==> src/rtl/traffic_plan_gen.sv <==
// Averages per-frame vehicle counts over a window, classifies traffic flow with hysteresis,
// and commits the sampled level plus its red/green durations each time the light FSM asks.
module traffic_plan_gen #(
    parameter int WIN      = 8,
    parameter int TH_LM_UP = 32,
    parameter int TH_LM_DN = 24,
    parameter int TH_MH_UP = 64,
    parameter int TH_MH_DN = 48,
    parameter int RED_L    = 20,
    parameter int GREEN_L  = 10,
    parameter int RED_M    = 15,
    parameter int GREEN_M  = 15,
    parameter int RED_H    = 10,
    parameter int GREEN_H  = 25
) (
    input  logic        clk,
    input  logic        reset,
    input  logic        car_cnt_valid,
    input  logic [7:0]  car_cnt,
    input  logic        tr_valid,
    input  logic        light_valid,
    input  logic        o_tr_light,
    output logic [1:0]  traffic_sel,
    output logic [4:0]  howmany_count_red,
    output logic [4:0]  howmany_count_green,
    output logic [1:0]  active_level,
    output logic [7:0]  avg_count,
    output logic        avg_valid,
    output logic [15:0] cycle_cnt,
    output logic [15:0] green_cnt,
    output logic        proto_err
);

    localparam int LOG_WIN = $clog2(WIN);
    localparam int SUM_W   = 8 + LOG_WIN;

    localparam logic [7:0] LM_UP = 8'(TH_LM_UP);
    localparam logic [7:0] LM_DN = 8'(TH_LM_DN);
    localparam logic [7:0] MH_UP = 8'(TH_MH_UP);
    localparam logic [7:0] MH_DN = 8'(TH_MH_DN);

    typedef enum logic [1:0] {
        LVL_LOW  = 2'b00,
        LVL_MID  = 2'b01,
        LVL_HIGH = 2'b10
    } level_t;

    logic [SUM_W-1:0]   sum;
    logic [SUM_W-1:0]   sum_next;
    logic [LOG_WIN-1:0] frame_idx;
    logic               last_frame;
    level_t             level_q;
    level_t             level_d;
    level_t             prev_sel;

    assign sum_next   = sum + SUM_W'(car_cnt);
    assign last_frame = (frame_idx == LOG_WIN'(WIN - 1));

    // NOTE: sequential state uses <= so every register sees pre-edge values of the others.
    always_ff @(posedge clk or posedge reset) begin
        if (reset) begin
            sum       <= '0;
            frame_idx <= '0;
            avg_count <= '0;
            avg_valid <= 1'b0;
        end else begin
            avg_valid <= car_cnt_valid && last_frame;
            if (car_cnt_valid) begin
                if (last_frame) begin
                    avg_count <= 8'(sum_next >> LOG_WIN);
                    sum       <= '0;
                    frame_idx <= '0;
                end else begin
                    sum       <= sum_next;
                    frame_idx <= frame_idx + 1'b1;
                end
            end
        end
    end

    always_ff @(posedge clk or posedge reset) begin
        if (reset) level_q <= LVL_LOW;
        else       level_q <= level_d;
    end

    // NOTE: level_d gets a default before any branch, so no latch is inferred.
    always_comb begin
        level_d = level_q;
        if (avg_valid) begin
            unique case (level_q)
                LVL_LOW: begin
                    if (avg_count >= MH_UP)      level_d = LVL_HIGH;
                    else if (avg_count >= LM_UP) level_d = LVL_MID;
                end
                LVL_MID: begin
                    if (avg_count >= MH_UP)      level_d = LVL_HIGH;
                    else if (avg_count < LM_DN)  level_d = LVL_LOW;
                end
                LVL_HIGH: begin
                    if (avg_count < LM_DN)       level_d = LVL_LOW;
                    else if (avg_count < MH_DN)  level_d = LVL_MID;
                end
                default: level_d = LVL_LOW;
            endcase
        end
    end

    assign traffic_sel = level_q;

    // prev_sel holds the level the FSM saw on the cycle before its tr_valid pulse.
    always_ff @(posedge clk or posedge reset) begin
        if (reset) begin
            prev_sel     <= LVL_LOW;
            active_level <= LVL_LOW;
            cycle_cnt    <= '0;
            green_cnt    <= '0;
            proto_err    <= 1'b0;
        end else begin
            prev_sel <= level_q;
            if (tr_valid) begin
                active_level <= prev_sel;
                cycle_cnt    <= cycle_cnt + 16'd1;
                if (o_tr_light) proto_err <= 1'b1;
            end
            if (light_valid && o_tr_light) green_cnt <= green_cnt + 16'd1;
        end
    end

    // Durations lag active_level by one cycle; the reset values keep them non-zero meanwhile.
    always_ff @(posedge clk or posedge reset) begin
        if (reset) begin
            howmany_count_red   <= 5'(RED_L);
            howmany_count_green <= 5'(GREEN_L);
        end else begin
            case (active_level)
                LVL_MID: begin
                    howmany_count_red   <= 5'(RED_M);
                    howmany_count_green <= 5'(GREEN_M);
                end
                LVL_HIGH: begin
                    howmany_count_red   <= 5'(RED_H);
                    howmany_count_green <= 5'(GREEN_H);
                end
                default: begin
                    howmany_count_red   <= 5'(RED_L);
                    howmany_count_green <= 5'(GREEN_L);
                end
            endcase
        end
    end

endmodule

==> config.mk <==
export PLATFORM = sky130hd
export DESIGN_NAME = traffic_plan_gen
export DESIGN_NICKNAME = d
export VERILOG_FILES = /design/src/rtl/traffic_plan_gen.sv
export SDC_FILE = /design/constraint.sdc
export NUM_CORES = 1
export LEC_CHECK = 0
export ABC_AREA = 1
export CAP_MARGIN = 20
export CORE_ASPECT_RATIO = 1.75
export CORE_MARGIN = 8
export CORE_UTILIZATION = 57
export CTS_BUF_LIST = sky130_fd_sc_hd__clkbuf_8
export CTS_CLUSTER_DIAMETER = 120
export DETAILED_ROUTE_END_ITERATION = 16
export PLACE_DENSITY = 0.89
export SLEW_MARGIN = 0
export SYNTH_ARGS = -nofsm -noshare
export SYNTH_HDL_FRONTEND = slang
export SYNTH_SLANG_ARGS = --single-unit
==> constraint.sdc <==
create_clock -name clk -period 4.3 [get_ports clk]
set_input_delay 1.075 -clock clk [delete_from_list [all_inputs] [get_ports clk]]
set_output_delay 1.075 -clock clk [all_outputs]
set_load 0.03 [all_outputs]
==> out/metrics.cfg, run 1 <==
[sta]
max_slew_margin=0.602
drv_slew=0
timing.fmax_ghz=0.381
timing.hold.ws_ns=0.468
worst_clock_skew_ns=0.0117
min_period_ns=2.63
period_share=0.611
worst_slew_pin_slew_ns=0.596
setup_viol=0
tns_ns=0
grt_setup_unrepaired=false
hold_viol=0

[layout]
final_cells=557
layout_common_cells=nand2_1, clkdlybuf4s50_1, dfrtp_1, inv_1
area_delta_synth_final_pct=28.4
finalInstanceArea_um2=4410
drive_above_1_share=0.0814
finish.net_count=504
layout_commonest_cell=nand2_1
n_antenna_cell=0

[run_status]
status=finished, final reports clean

[routing]
vias_per_cell=5.23
detail_route.wirelength_mm=8.05
drt-pass1-iter-count=4
drtAntennaViolNets=0
route.detailed.drc=0
avgRoutedWirePerCell_um=14.4
drtIter0Drc=134
vias=2911

[synthesis]
syn_area_um2=3430
syn_nets=431
yosys.area.top_type=dfrtp_1
syn-instance-count=401
netlist.area_leader.share=0.474
ys_ff_latch=67
seq_area_frac_synth=0.489
yosys_warnings=0
yosysUniqueCellTypes=34
syn_avg_cell_area_um2=8.56
synth.area.top_cells=dfrtp_1, nand2_1, ha_1

[global_routing]
grt_max_degree=40
grt_pass1_vias=3069
grt_pass1_wl_mm=13.8
overflow=0
antenna_found_initial=0
grtUsageTotal=0.199

[die]
fp.dieH_um=119
ios=70
die_x_um=74.6
std_cell_rows=37
core_area_um2=5830
start_util=0.588
dieArea_um2=8860

[setup_path]
crit_required_ns=4.52
critPathMaxFanout=4
critPathArrivalTime_ns=2.85
worstSetupStartpointType=input port
crit_type=in2reg
end_kind=flip-flop

[power]
ir_worst_vdd_uv=461
power.density_nw_per_um2=673
p_leak_nw=2.21

[clock_tree]
clock_path_buffers=2
cts_tree=yes
post-cts-setup-buffers=0
clk_pin_slew_ns=0.07
clk_latency_ns=0.34
numCtsBuffers=9
cts_root_buffer=clkbuf_8
hold_buffers=0
clock-sinks=67
cts_resized=0
htreeDepth=3

[placement]
portBuffers=68
finalWeightedCongestion=0.942
hpwl_mm=6.14
place_area_um2=4170
dp.cells=541

[run]
cap_violations=0

[hold_path]
hp-class=reg2reg

==> where the power goes <==
group	switching (mW)	internal (mW)	leakage (nW)
sequential	0.198	0.836	0.852
combinational	0.817	0.510	1.25
clock	0.246	0.360	0.112
total	1.26	1.71	2.21
==> metrics by stage <==
stage                     worst slack (ns)   util  total power, mW
after floorplan                       1.55      -             1.88
after global placement                1.40  0.715             2.30
after detailed placement              1.33  0.715             2.36
after CTS                             1.65  0.755             2.98
after global routing                  1.55  0.755             3.17
final                                 1.67  0.755             2.97
==> routing by layer <==
metal / part of all wire / global-route usage
met5: 0 / 0
met4: 0.027 / 0.100
met3: 0.054 / 0.0567
met2: 0.56 / 0.356
met1: 0.36 / 0.195
==> cell type report <==
cell class | instances | area [um2]
fill | 446 | 1430
tap | 78 | 97.6
multi-input combinational | 279 | 1530
timing repair buffer | 69 | 688
clock buffer | 11 | 151
clock inverter | 5 | 83.8
sequential | 67 | 1680
inverter | 48 | 180
==> synth_stat cells, drive strengths merged <==
cell and n:
conb 1, buf 6, dfrtp 65, a21boi 1, a21oi 4, xnor2 9
nand3 28, a22o 1, o21a 1, dfstp 2, nand3b 5, nand4 5
nor2 35, a21o 1, xor2 19, ha 15, fa 1, nor3 8
inv 47, o22ai 1, o21ai 15, o21bai 1, clkinv 1, clkbuf 1
nand2 128
==> critical path: stages <==
cell	delay, ns
clkdlybuf4s50_1	0.46
ha_1	0.20
inv_1	0.06
fa_1	0.35
inv_1	0.12
nand3_1	0.08
nand2_1	0.12
nand2_1	0.08
nand2_1	0.07
nand2_1	0.07
nand3_1	0.07
o21ai_0	0.08
==> sequential cells by signal, summed over array words and instances, names as in the netlist <==
register / count
howmany_count_green: 1
sum: 11
avg_valid: 1
frame_idx: 3
traffic_sel: 2
cycle_cnt: 16
avg_count: 8
active_level: 2
howmany_count_red: 4
green_cnt: 16
prev_sel: 2
proto_err: 1
==> kinds of logic after synthesis <==
| kind of cell | count (synthesis) | share of synthesized area |
|---|---|---|
| compound gates | 25 | 0.0409 |
| xor+xnor | 28 | 0.0715 |
| fa+ha+maj | 16 | 0.0605 |
| buf+inv | 55 | 0.0656 |
| flops | 67 | 0.489 |
| other cells | 1 | 0.00109 |
| simple gates | 209 | 0.271 |
==> worst paths after layout <==
kind / start / endpoint / cells after the start / slack [ns]
min in group asynchronous: reset / green_cnt[4]$_DFFE_PP0P_ / 2 / 1.12
max: car_cnt[0] / avg_count[3]$_DFFE_PP0P_ / 12 / 1.67
max in group asynchronous: reset / howmany_count_red[4]$_DFF_PP1_ / 3 / 2.25
min reg2reg: green_cnt[15]$_DFFE_PP0P_ / green_cnt[15]$_DFFE_PP0P_ / 1 / 0.47
max reg2reg: frame_idx[0]$_DFFE_PP0P_ / avg_count[4]$_DFFE_PP0P_ / 6 / 2.49
min: green_cnt[15]$_DFFE_PP0P_ / green_cnt[15]$_DFFE_PP0P_ / 1 / 0.47
No activity file was read; power rests on OpenSTA's default activity.
==> run 2, diff against run 1 <==
--- a/config.mk
+++ b/config.mk
@@ -9,11 +9,11 @@
 export CAP_MARGIN = 20
 export CORE_ASPECT_RATIO = 1.75
 export CORE_MARGIN = 8
-export CORE_UTILIZATION = 57
+export CORE_UTILIZATION = 53
 export CTS_BUF_LIST = sky130_fd_sc_hd__clkbuf_8
 export CTS_CLUSTER_DIAMETER = 120
 export DETAILED_ROUTE_END_ITERATION = 16
-export PLACE_DENSITY = 0.89
+export PLACE_DENSITY = 0.84
 export SLEW_MARGIN = 0
 export SYNTH_ARGS = -nofsm -noshare
 export SYNTH_HDL_FRONTEND = slang
==> constraint.sdc (replaced) <==
create_clock -name clk -period 2.56 [get_ports clk]
set_input_delay 0.64 -clock clk [delete_from_list [all_inputs] [get_ports clk]]
set_output_delay 0.64 -clock clk [all_outputs]
set_load 0.03 [all_outputs]
==> out/metrics.cfg, run 2 (same netlist as run 1, synthesis figures left out) <==
[run_status]
status=finished, final reports clean

[run]
cap_violations=0  ; unchanged

[global_routing]
overflow=0  ; unchanged
antenna_found_initial=0  ; unchanged
grt_max_degree=68  ; +70%
grt_pass1_vias=2971  ; -3.2%
grt_pass1_wl_mm=13.0  ; -5.3%
grtUsageTotal=0.172  ; -0.0265

[die]
ios=70  ; unchanged
std_cell_rows=39  ; +5.4%
die_x_um=76.8  ; +2.9%
start_util=0.537  ; -0.0515
dieArea_um2=9410  ; +6.2%
fp.dieH_um=122  ; +3.2%
core_area_um2=6390  ; +9.6%

[layout]
drive_above_1_share=0.0849  ; +0.00347
fillerInstances=513  ; +15%
area_delta_synth_final_pct=27.9
n_antenna_cell=0  ; unchanged
largest_registers=cycle_cnt: 16 flops, green_cnt: 16 flops, sum: 11 flops
multiInputGateArea_um2=1530  ; unchanged
finish.net_count=509  ; +0.99%
layout_commonest_cell=nand2_1
layout_common_cells=nand2_1, clkdlybuf4s50_1, dfrtp_1, inv_1
regArea_um2=1680  ; unchanged
final_core_util=0.686  ; -0.0692
final_cells=565  ; +1.4%

[setup_path]
max_stage_delay_ns=0.73  ; +0.27 ns
cp_cell_sequence=clkdlybuf4s50_1
r2r_slack_ns=0.82  ; -1.67 ns
crit_required_ns=1.92  ; -2.60 ns
critPathArrivalTime_ns=1.55  ; -1.30 ns
end_kind=output port
cp.buffers_inverters=1  ; -2
regToRegStartpoint=sum[0]$_DFFE_PP0P_
worst_path_max_delay_cell=clkdlybuf4s50_1
cp_top_family=buffers and inverters
crit_type=reg2out
worstSetupStartpointType=flip-flop
crit_start=traffic_sel[1]$_DFFE_PP0P_
critPathMaxFanout=9  ; +5

[placement]
finalWeightedCongestion=0.969  ; +2.8%
pre_cts_slack_ns=0.0712  ; -1.26 ns
portBuffers=68  ; unchanged
hpwl_mm=6.08  ; -1.0%
dp.cells=550  ; +1.7%

[sta]
min_period_ns=2.19
drv_slew=0  ; unchanged
setup_viol=0  ; unchanged
hold_viol=0  ; unchanged
worst_clock_skew_ns=0.00847  ; -0.00320 ns
layout_setup_ws_ns=0.368  ; -1.31 ns
grt_setup_unrepaired=false
tns_ns=0  ; unchanged
timing.fmax_ghz=0.456
period_share=0.856

[clock_tree]
cts_tree=yes
hold_buffers=0  ; unchanged
clk_pin_slew_ns=0.07  ; about the same
clk_latency_ns=0.34  ; about the same
cts_resized=0  ; unchanged
numCtsBuffers=9  ; unchanged
cts_root_buffer=clkbuf_8
clock-sinks=67  ; unchanged
htreeDepth=3  ; unchanged
clock_path_buffers=2  ; unchanged
post-cts-setup-buffers=0  ; unchanged

[power]
ir_worst_vdd_uv=489  ; +6.1%
p_leak_nw=2.22  ; +0.47%
power.density_nw_per_um2=1070  ; +59%
design_power_total_mw=4.70  ; +58%

[routing]
drtIter0Drc=86  ; -36%
vias_per_cell=5.07  ; -3.0%
avgRoutedWirePerCell_um=13.8  ; -4.5%
route.detailed.drc=0  ; unchanged
drt-pass1-iter-count=4  ; unchanged
detail_route.wirelength_mm=7.79  ; -3.2%
vias=2863  ; -1.6%
drtAntennaViolNets=0  ; unchanged

[hold_path]
min-delay-start=prev_sel[0]$_DFF_PP0_
hp-class=reg2reg

==> run 2: path summary, 6_finish.rpt <==
path                                                       end  cells past startpoint
worst min register to register     active_level[0]$_DFFE_PP0P_                      2
worst max register to register        avg_count[3]$_DFFE_PP0P_                     11
max in group asynchronous       howmany_count_red[4]$_DFF_PP1_                      3
min in group asynchronous             cycle_cnt[8]$_DFFE_PP0P_                      3
worst max-delay path                            traffic_sel[1]                      1
worst min-delay path               active_level[0]$_DFFE_PP0P_                      2
==> run 2: cell type report <==
cell class | instances | area share
Timing Repair Buffer | 74 | 0.168
Inverter | 48 | 0.0411
Sequential cell | 67 | 0.383
Clock inverter | 5 | 0.00513
Tap cell | 82 | 0.0234
Clock buffer | 10 | 0.0314
Multi-Input combinational cell | 279 | 0.348
==> run 2: power breakdown <==
group	leakage, nW	switching [mW]	internal (mW)	total (mW)
Sequential	0.852	0.326	1.41	1.73
Combinational	1.28	1.36	0.875	2.23
Clock	0.0943	0.373	0.360	0.733
Total	2.22	2.06	2.64	4.70
==> run 2: layer usage <==
metal | share of wire | up-vias | global-route usage
met1 | 0.36 | 1348 | 0.158
li1 | - | 1413 | -
met3 | 0.051 | 24 | 0.0587
met4 | 0.039 | 0 | 0.116
met2 | 0.55 | 78 | 0.314
met5 | 0 | - | 0
==> run 2: stage by stage <==
| step | hold WS [ns] | instance area (um2) |
|---|---|---|
| floorplan | 0.430 | 3430 |
| CTS | 0.468 | 4390 |
| finish | 0.462 | 4390 |
| detailed placement | 0.453 | 4230 |
| global route | 0.492 | 4390 |
| global placement | 0.435 | 4230 |
==> run 2: worst min-delay path, stage by stage, from the launching register on <==
cell,delay [ns]
dfrtp_1,0.33
nand2_1,0.05
o21ai_0,0.06
